**config.mk**
```make
export PLATFORM = sky130hd
export DESIGN_NAME = rf_write_sched
export DESIGN_NICKNAME = d
export VERILOG_FILES = /design/src/rtl/rf_sched_pkg.sv /design/src/rtl/rf_pend_fifo.sv /design/src/rtl/rf_write_sched.sv
export SDC_FILE = /design/constraint.sdc
export NUM_CORES = 1
export LEC_CHECK = 0
export ABC_AREA = 1
export BUFFER_PORTS_ARGS = -buffer_cell sky130_fd_sc_hd__buf_2
export CORE_ASPECT_RATIO = 1.4
export CORE_MARGIN = 1.5
export CORE_UTILIZATION = 45
export DETAILED_ROUTE_END_ITERATION = 8
export PLACE_DENSITY = 0.68
export SYNTH_ARGS = -nofsm -noshare
export SYNTH_HDL_FRONTEND = slang
export SYNTH_HIERARCHICAL = 1
export SYNTH_SLANG_ARGS = --single-unit
```
**constraint.sdc**
```tcl
create_clock -name clk -period 3.5 [get_ports clk]
set_input_delay 0.175 -clock clk [delete_from_list [all_inputs] [get_ports clk]]
set_output_delay 0.175 -clock clk [all_outputs]
set_load 0.01 [all_outputs]
```
**src/rtl/rf_sched_pkg.sv**
```systemverilog
// Shared types and defaults for the register-file write scheduler.
package rf_sched_pkg;

   localparam logic [4:0] REG_ZERO     = 5'd0;
   localparam int         LINK_REG_DEF = 31;
   localparam int         DEPTH_DEF    = 4;

   typedef struct packed {
      logic [4:0]  addr;
      logic [31:0] data;
   } wr_req_t;

   function automatic logic addr_hit(input logic v, input logic [4:0] a, input logic [4:0] b);
      return v && (a == b);
   endfunction

endpackage

```
**src/rtl/rf_pend_fifo.sv**
```systemverilog
// Pending-write buffer: up to two pushes and one pop per cycle, with per-entry
// valid/addr exposed so the top can compare every pending write against decode reads.
module rf_pend_fifo
   import rf_sched_pkg::*;
#(
   parameter int DEPTH = DEPTH_DEF,
   localparam int PW = $clog2(DEPTH),
   localparam int CW = PW + 1
) (
   input  logic                  clk,
   input  logic                  reset,
   input  logic                  push0,
   input  wr_req_t               push0_req,
   input  logic                  push1,
   input  wr_req_t               push1_req,
   input  logic                  pop,
   output wr_req_t               head,
   output logic [CW-1:0]         count,
   output logic [DEPTH-1:0]      ent_valid,
   output logic [DEPTH-1:0][4:0] ent_addr
);

   wr_req_t       mem [DEPTH];
   logic [PW-1:0] rd_ptr;
   logic [PW-1:0] wr_ptr;
   logic [PW-1:0] wr_ptr_nxt1;

   // push1 is only ever used together with push0, so it always lands one slot later
   assign wr_ptr_nxt1 = wr_ptr + PW'(1);
   assign head        = mem[rd_ptr];

   always_comb begin
      for (int i = 0; i < DEPTH; i++) ent_addr[i] = mem[i].addr;
   end

   always_ff @(posedge clk or negedge reset) begin
      if (!reset) begin
         rd_ptr    <= '0;
         wr_ptr    <= '0;
         count     <= '0;
         ent_valid <= '0;
         for (int i = 0; i < DEPTH; i++) mem[i] <= '0;
      end else begin
         if (pop) begin
            ent_valid[rd_ptr] <= 1'b0;
            rd_ptr            <= rd_ptr + PW'(1);
         end
         if (push0) begin
            mem[wr_ptr]       <= push0_req;
            ent_valid[wr_ptr] <= 1'b1;
         end
         if (push1) begin
            mem[wr_ptr_nxt1]       <= push1_req;
            ent_valid[wr_ptr_nxt1] <= 1'b1;
         end
         wr_ptr <= wr_ptr + PW'(push0) + PW'(push1);
         count  <= count + CW'(push0) + CW'(push1) - CW'(pop);
      end
   end

endmodule

```
**src/rtl/rf_write_sched.sv**
```systemverilog
// Register-file write scheduler: arbitrates wb, link and MDU writes onto one
// registered write port, buffering displaced wb/link writes in program order.
module rf_write_sched
   import rf_sched_pkg::*;
#(
   parameter int DEPTH    = DEPTH_DEF,
   parameter int LINK_REG = LINK_REG_DEF,
   localparam int CW = $clog2(DEPTH) + 1
) (
   input  logic          clk,
   input  logic          reset,
   input  logic          freeze,
   input  logic          wb_valid,
   input  logic [4:0]    wb_addr,
   input  logic [31:0]   wb_data,
   input  logic          link_valid,
   input  logic [31:0]   link_data,
   input  logic          mdu_valid,
   input  logic [4:0]    mdu_addr,
   input  logic [31:0]   mdu_data,
   output logic          mdu_ready,
   input  logic [4:0]    rd_addr1,
   input  logic [4:0]    rd_addr2,
   output logic          hazard1,
   output logic          hazard2,
   output logic          rf_we,
   output logic [4:0]    rf_waddr,
   output logic [31:0]   rf_wdata,
   output logic          stall,
   output logic [CW-1:0] count
);

   localparam logic [4:0] LINK_ADDR = 5'(LINK_REG);

   logic                  wb_ok, link_ok, mdu_ok, empty;
   logic                  gnt, pop, push0, push1;
   wr_req_t               wb_req, link_req, mdu_req, head, gnt_req, push0_req, push1_req;
   logic [DEPTH-1:0]      ent_valid;
   logic [DEPTH-1:0][4:0] ent_addr;
   logic                  h1, h2;

   assign wb_req   = '{addr: wb_addr,   data: wb_data};
   assign link_req = '{addr: LINK_ADDR, data: link_data};
   assign mdu_req  = '{addr: mdu_addr,  data: mdu_data};

   assign empty   = (count == '0);
   assign wb_ok   = wb_valid && (wb_addr != REG_ZERO);
   assign link_ok = link_valid && (LINK_ADDR != REG_ZERO);

   // MDU handshake: the result transfers on a cycle where mdu_valid && mdu_ready.
   // Ready only when nothing else could want the port, so the MDU never needs a buffer slot.
   assign mdu_ready = reset && !freeze && empty && !wb_valid && !link_valid;
   assign mdu_ok    = mdu_valid && mdu_ready && (mdu_addr != REG_ZERO);

   assign stall = (count > CW'(DEPTH - 2));

   always_comb begin
      gnt       = 1'b0;
      gnt_req   = '0;
      pop       = 1'b0;
      push0     = 1'b0;
      push0_req = '0;
      push1     = 1'b0;
      push1_req = '0;
      if (!freeze) begin
         if (!empty) begin
            gnt     = 1'b1;
            gnt_req = head;
            pop     = 1'b1;
            if (wb_ok) begin
               push0     = 1'b1;
               push0_req = wb_req;
               push1     = link_ok;
               push1_req = link_req;
            end else if (link_ok) begin
               push0     = 1'b1;
               push0_req = link_req;
            end
         end else if (wb_ok) begin
            gnt       = 1'b1;
            gnt_req   = wb_req;
            push0     = link_ok;
            push0_req = link_req;
         end else if (link_ok) begin
            gnt     = 1'b1;
            gnt_req = link_req;
         end else if (mdu_ok) begin
            gnt     = 1'b1;
            gnt_req = mdu_req;
         end
      end
   end

   rf_pend_fifo #(.DEPTH(DEPTH)) u_fifo (
      .clk       (clk),
      .reset     (reset),
      .push0     (push0),
      .push0_req (push0_req),
      .push1     (push1),
      .push1_req (push1_req),
      .pop       (pop),
      .head      (head),
      .count     (count),
      .ent_valid (ent_valid),
      .ent_addr  (ent_addr)
   );

   always_comb begin
      h1 = addr_hit(wb_valid, wb_addr, rd_addr1) || addr_hit(link_valid, LINK_ADDR, rd_addr1)
           || addr_hit(rf_we, rf_waddr, rd_addr1);
      h2 = addr_hit(wb_valid, wb_addr, rd_addr2) || addr_hit(link_valid, LINK_ADDR, rd_addr2)
           || addr_hit(rf_we, rf_waddr, rd_addr2);
      for (int i = 0; i < DEPTH; i++) begin
         h1 = h1 || addr_hit(ent_valid[i], ent_addr[i], rd_addr1);
         h2 = h2 || addr_hit(ent_valid[i], ent_addr[i], rd_addr2);
      end
      hazard1 = reset && (rd_addr1 != REG_ZERO) && h1;
      hazard2 = reset && (rd_addr2 != REG_ZERO) && h2;
   end

   always_ff @(posedge clk or negedge reset) begin
      if (!reset) begin
         rf_we    <= 1'b0;
         rf_waddr <= '0;
         rf_wdata <= '0;
      end else begin
         rf_we <= gnt;
         if (gnt) begin
            rf_waddr <= gnt_req.addr;
            rf_wdata <= gnt_req.data;
         end
      end
   end

endmodule
```
==> flow_metrics.tcl <==
set metrics [dict create \
    yosysTopAreaCell "dfrtp_1" \
    grt_max_degree 142 \
    grt_pass1_wl_um 85800 \
    synthArstFlopShare_pct 100 \
    switchingPower_uw 6600 \
    clkPwrFrac_pct 15.8 \
    cp-end-kind "flop" \
    power_leakage_uw 0.00915 \
    crit_slowest_cell "inv_2" \
    slowest_delay_ns 0.77 \
    hold_viol_final 0 \
    h-tree-depth 4 \
    routed_wirelength_um 56000 \
    switching_share_pct 47.4 \
    synthTopCellsByArea "dfrtp_1 33%, nand2_1 22%, nand3_1 9.8%, inv_1 7.7%, nand4_1 4.7%" \
    reg2reg_depth 12 \
    ys_warn_count 6 \
    slew_headroom_pct 32.8 \
    cts_hold_buffers 1 \
    fin_crit_sh_pct 83.2 \
    clock_latency_ns 0.46 \
    syn_area_sq_um 14900 \
    io_pins 167 \
    r2r-end "u_fifo/mem[17]$_DFF_PN0_" \
    cp.required_ns 3.90 \
    finalPower_uw 13900 \
    tns_ns 0 \
    synthCells 2400 \
    grt_overflow 0 \
    outcome "finished, final reports clean" \
    post_cts_resized 0 \
    drive_gt1_share_pct 12.6 \
    cts.sinks 197 \
    root_buffer "clkbuf_16" \
    ys_ff_latch 197 \
    critical_path_arrival_ns 3.31 \
    globalplace.congestion 0.898 \
    ant_nets 0 \
    antenna_found_initial 0 \
    drt_iter0_drc 1701 \
    cts_inserted_buffers 17 \
    instances_no_fill 2901 \
    hpwlAfterDp_um 35100 \
    nNetsFinal 2578 \
    yosysTopAreaCellShare_pct 33.0 \
    skew_ns 0.0118 \
    fp.dieW_um 157 \
    drc 0 \
    worst_pin_slew_ns 1.01 \
    vias_per_cell 5.60 \
    die_h_um 219 \
    fillers 3411 \
    worstHoldPathCells 5 \
    synth_seq_area_share_pct 33.0 \
    numPortBuffers 166 \
    critPathMaxFanout 37 \
    num_vias 16200 \
    finalMaxSlewViolations 0 \
    placedCellCount 2868 \
    avgSynthCellArea_sq_um 6.22 \
    clk_pin_slew_ns 0.07 \
    wl_per_cell_um 19.3 \
    synthFlopType "dfrtp_1" \
    hold_path_class "in -> reg" \
    critPathKind "reg -> reg" \
    tritoncts "built" \
    yosysUniqueCellTypes 32 \
    holdCritStartpoint "mdu_data[2]" \
    grt_pass1_vias 15400 \
    max-cap-violations 0 \
    min_period_ns 2.91 \
    initial_core_util_pct 45.9 \
    drtPass1Iterations 7 \
    syn-num-nets 2530 \
    synth_edf_count 0 \
    pwr-share-comb_pct 54.0 \
    power.density_nw_per_um2 849 \
    finalSetupViolCount 0 \
    die_area_sq_um 34300 \
    start_kind "flop" \
    rows 78 \
    max_freq_mhz 343 \
    cts_setup_buffers 0 \
    min_to "rf_wdata[2]$_DFFE_PN0P_" \
    syn2layout_area_growth_pct 9.87 \
    diodes 0 \
    seq_power_share_pct 30.3 \
    rsz0062_at_grt "no" \
    r2r-start "u_fifo/count[2]$_DFF_PN0_" \
    p_int_uw 7320 \
    core_sq_um 32500 \
    path_cells "inv_1, nand2_1, nor2_4, nor2_1, inv_1, nor2_1, inv_1, nor2_1, nand3_1, inv_2, nand2_1, nand2_1" \
    track_usage_pct 33.0 \
    clock_path_buffers 2 \
    ir_drop_v 0.000642 \
    r2r_slack_ns 0.59 \
]
critical path: cells and delay by family, from the launching register on:
kind	cells	cell delay [ns]
DFF	1	0.40
buffers and inverters	4	1.01
and+or+nand+nor	8	1.43
final cells by class:
class / instances / area [sq um] / share of cell area [%]
tap: 440 / 551 / 3.36
clock buffer: 25 / 526 / 3.20
inverter: 317 / 1190 / 7.25
multi-input combinational: 1698 / 7790 / 47.5
clock inverter: 7 / 115 / 0.702
timing repair buffer: 217 / 1300 / 7.93
sequential: 197 / 4930 / 30.1
cells in the mapped netlist, types with 4 or more instances:
master    number
inv_1        306
nand3_1      291
clkbuf_1      50
ha_1           5
buf_4         41
nand4_1      113
o21ai_0      128
or2_2         38
nand3b_1      32
nor2_1       110
buf_1         14
dfrtp_1      197
xor2_1        13
o21ai_1        9
nor2_2         4
inv_2          9
buf_6         13
a21oi_1       81
buf_2         70
nand2_1      856
power groups by stage:
stage / Clock (uW) / Sequential [uW] / Combinational, uW
floorplan: 0 / 4050 / 5490
global placement: 0 / 4210 / 7220
detailed placement: 0 / 4240 / 7360
CTS: 2200 / 4200 / 7410
global route: 2280 / 4340 / 8400
finish: 2190 / 4210 / 7520
logic make-up (layout without fill, tap and decap cells):
kind of cell	Yosys count	after routing	synth area share [%]
buffers and inverters	505	566	15.0
XOR/XNOR	14	14	0.821
flip-flops	197	197	33.0
AO/OA/AOI/OAI	224	224	7.67
adder cells (fa/ha/maj)	8	8	0.821
AND/OR/NAND/NOR	1452	1452	42.7
metal layers:
| layer | share of wire, % | up-vias | GRT usage (%) | wire (um) |
|---|---|---|---|---|
| li1 | - | 7629 | - | - |
| met1 | 37 | 7565 | 38.7 | 20700 |
| met2 | 48 | 855 | 55.1 | 27000 |
| met3 | 8.3 | 191 | 4.82 | 4620 |
| met4 | 6.5 | 0 | 23.0 | 3620 |
| met5 | 0 | - | 0 | 0 |
flip-flops by register name, summed over array words and instances, names as in the netlist:
register and cells:
u_fifo/mem 128, rf_wdata 32, u_fifo/ent_addr 20, rf_waddr 5
u_fifo/ent_valid 4, u_fifo/count 3, u_fifo/rd_ptr 2, u_fifo/wr_ptr 2
rf_we 1
stage by stage:
step                util (%)  hold slack (ns)  worst slack [ns]  cell area [sq um]
floorplan                  -           -0.121             0.496              14900
global placement        48.5            0.225             0.579              15800
detailed placement      48.5            0.223             0.605              15800
CTS                     50.5           0.0884             0.646              16400
global route            50.5            0.109             0.330              16400
finish                  50.5           0.0967             0.587              16400
placed cells by master, fill, tap and decap left out, types with 3 or more instances in the layout:
cell,count
a21oi_1,81
a22oi_1,3
buf_12,6
buf_2,165
buf_4,44
bufinv_16,3
clkbuf_16,17
clkbuf_8,8
dfrtp_1,196
fa_1,3
ha_1,5
inv_1,305
inv_2,10
nand2_1,856
nand3_1,291
nand3b_1,32
nand4_1,113
nor2_1,109
nor2_2,3
nor2_4,4
o21ai_0,128
o21ai_1,9
or2_2,38
xor2_1,13
how the worst max path moves through the flow:
stage / end / slack [ns] / from
finish: u_fifo/mem[17]$_DFF_PN0_ / 0.59 / u_fifo/count[2]$_DFF_PN0_
global route: u_fifo/mem[24]$_DFF_PN0_ / 0.33 / u_fifo/count[2]$_DFF_PN0_
CTS: u_fifo/ent_addr[16]$_DFF_PN0_ / 0.65 / u_fifo/count[1]$_DFF_PN0_
detailed placement: u_fifo/count[2]$_DFF_PN0_ / 0.61 / wb_addr[4]
global placement: u_fifo/count[2]$_DFF_PN0_ / 0.58 / wb_addr[2]
floorplan: u_fifo/count[2]$_DFF_PN0_ / 0.50 / u_fifo/count[2]$_DFF_PN0_
(Power assumes the default switching activity.)
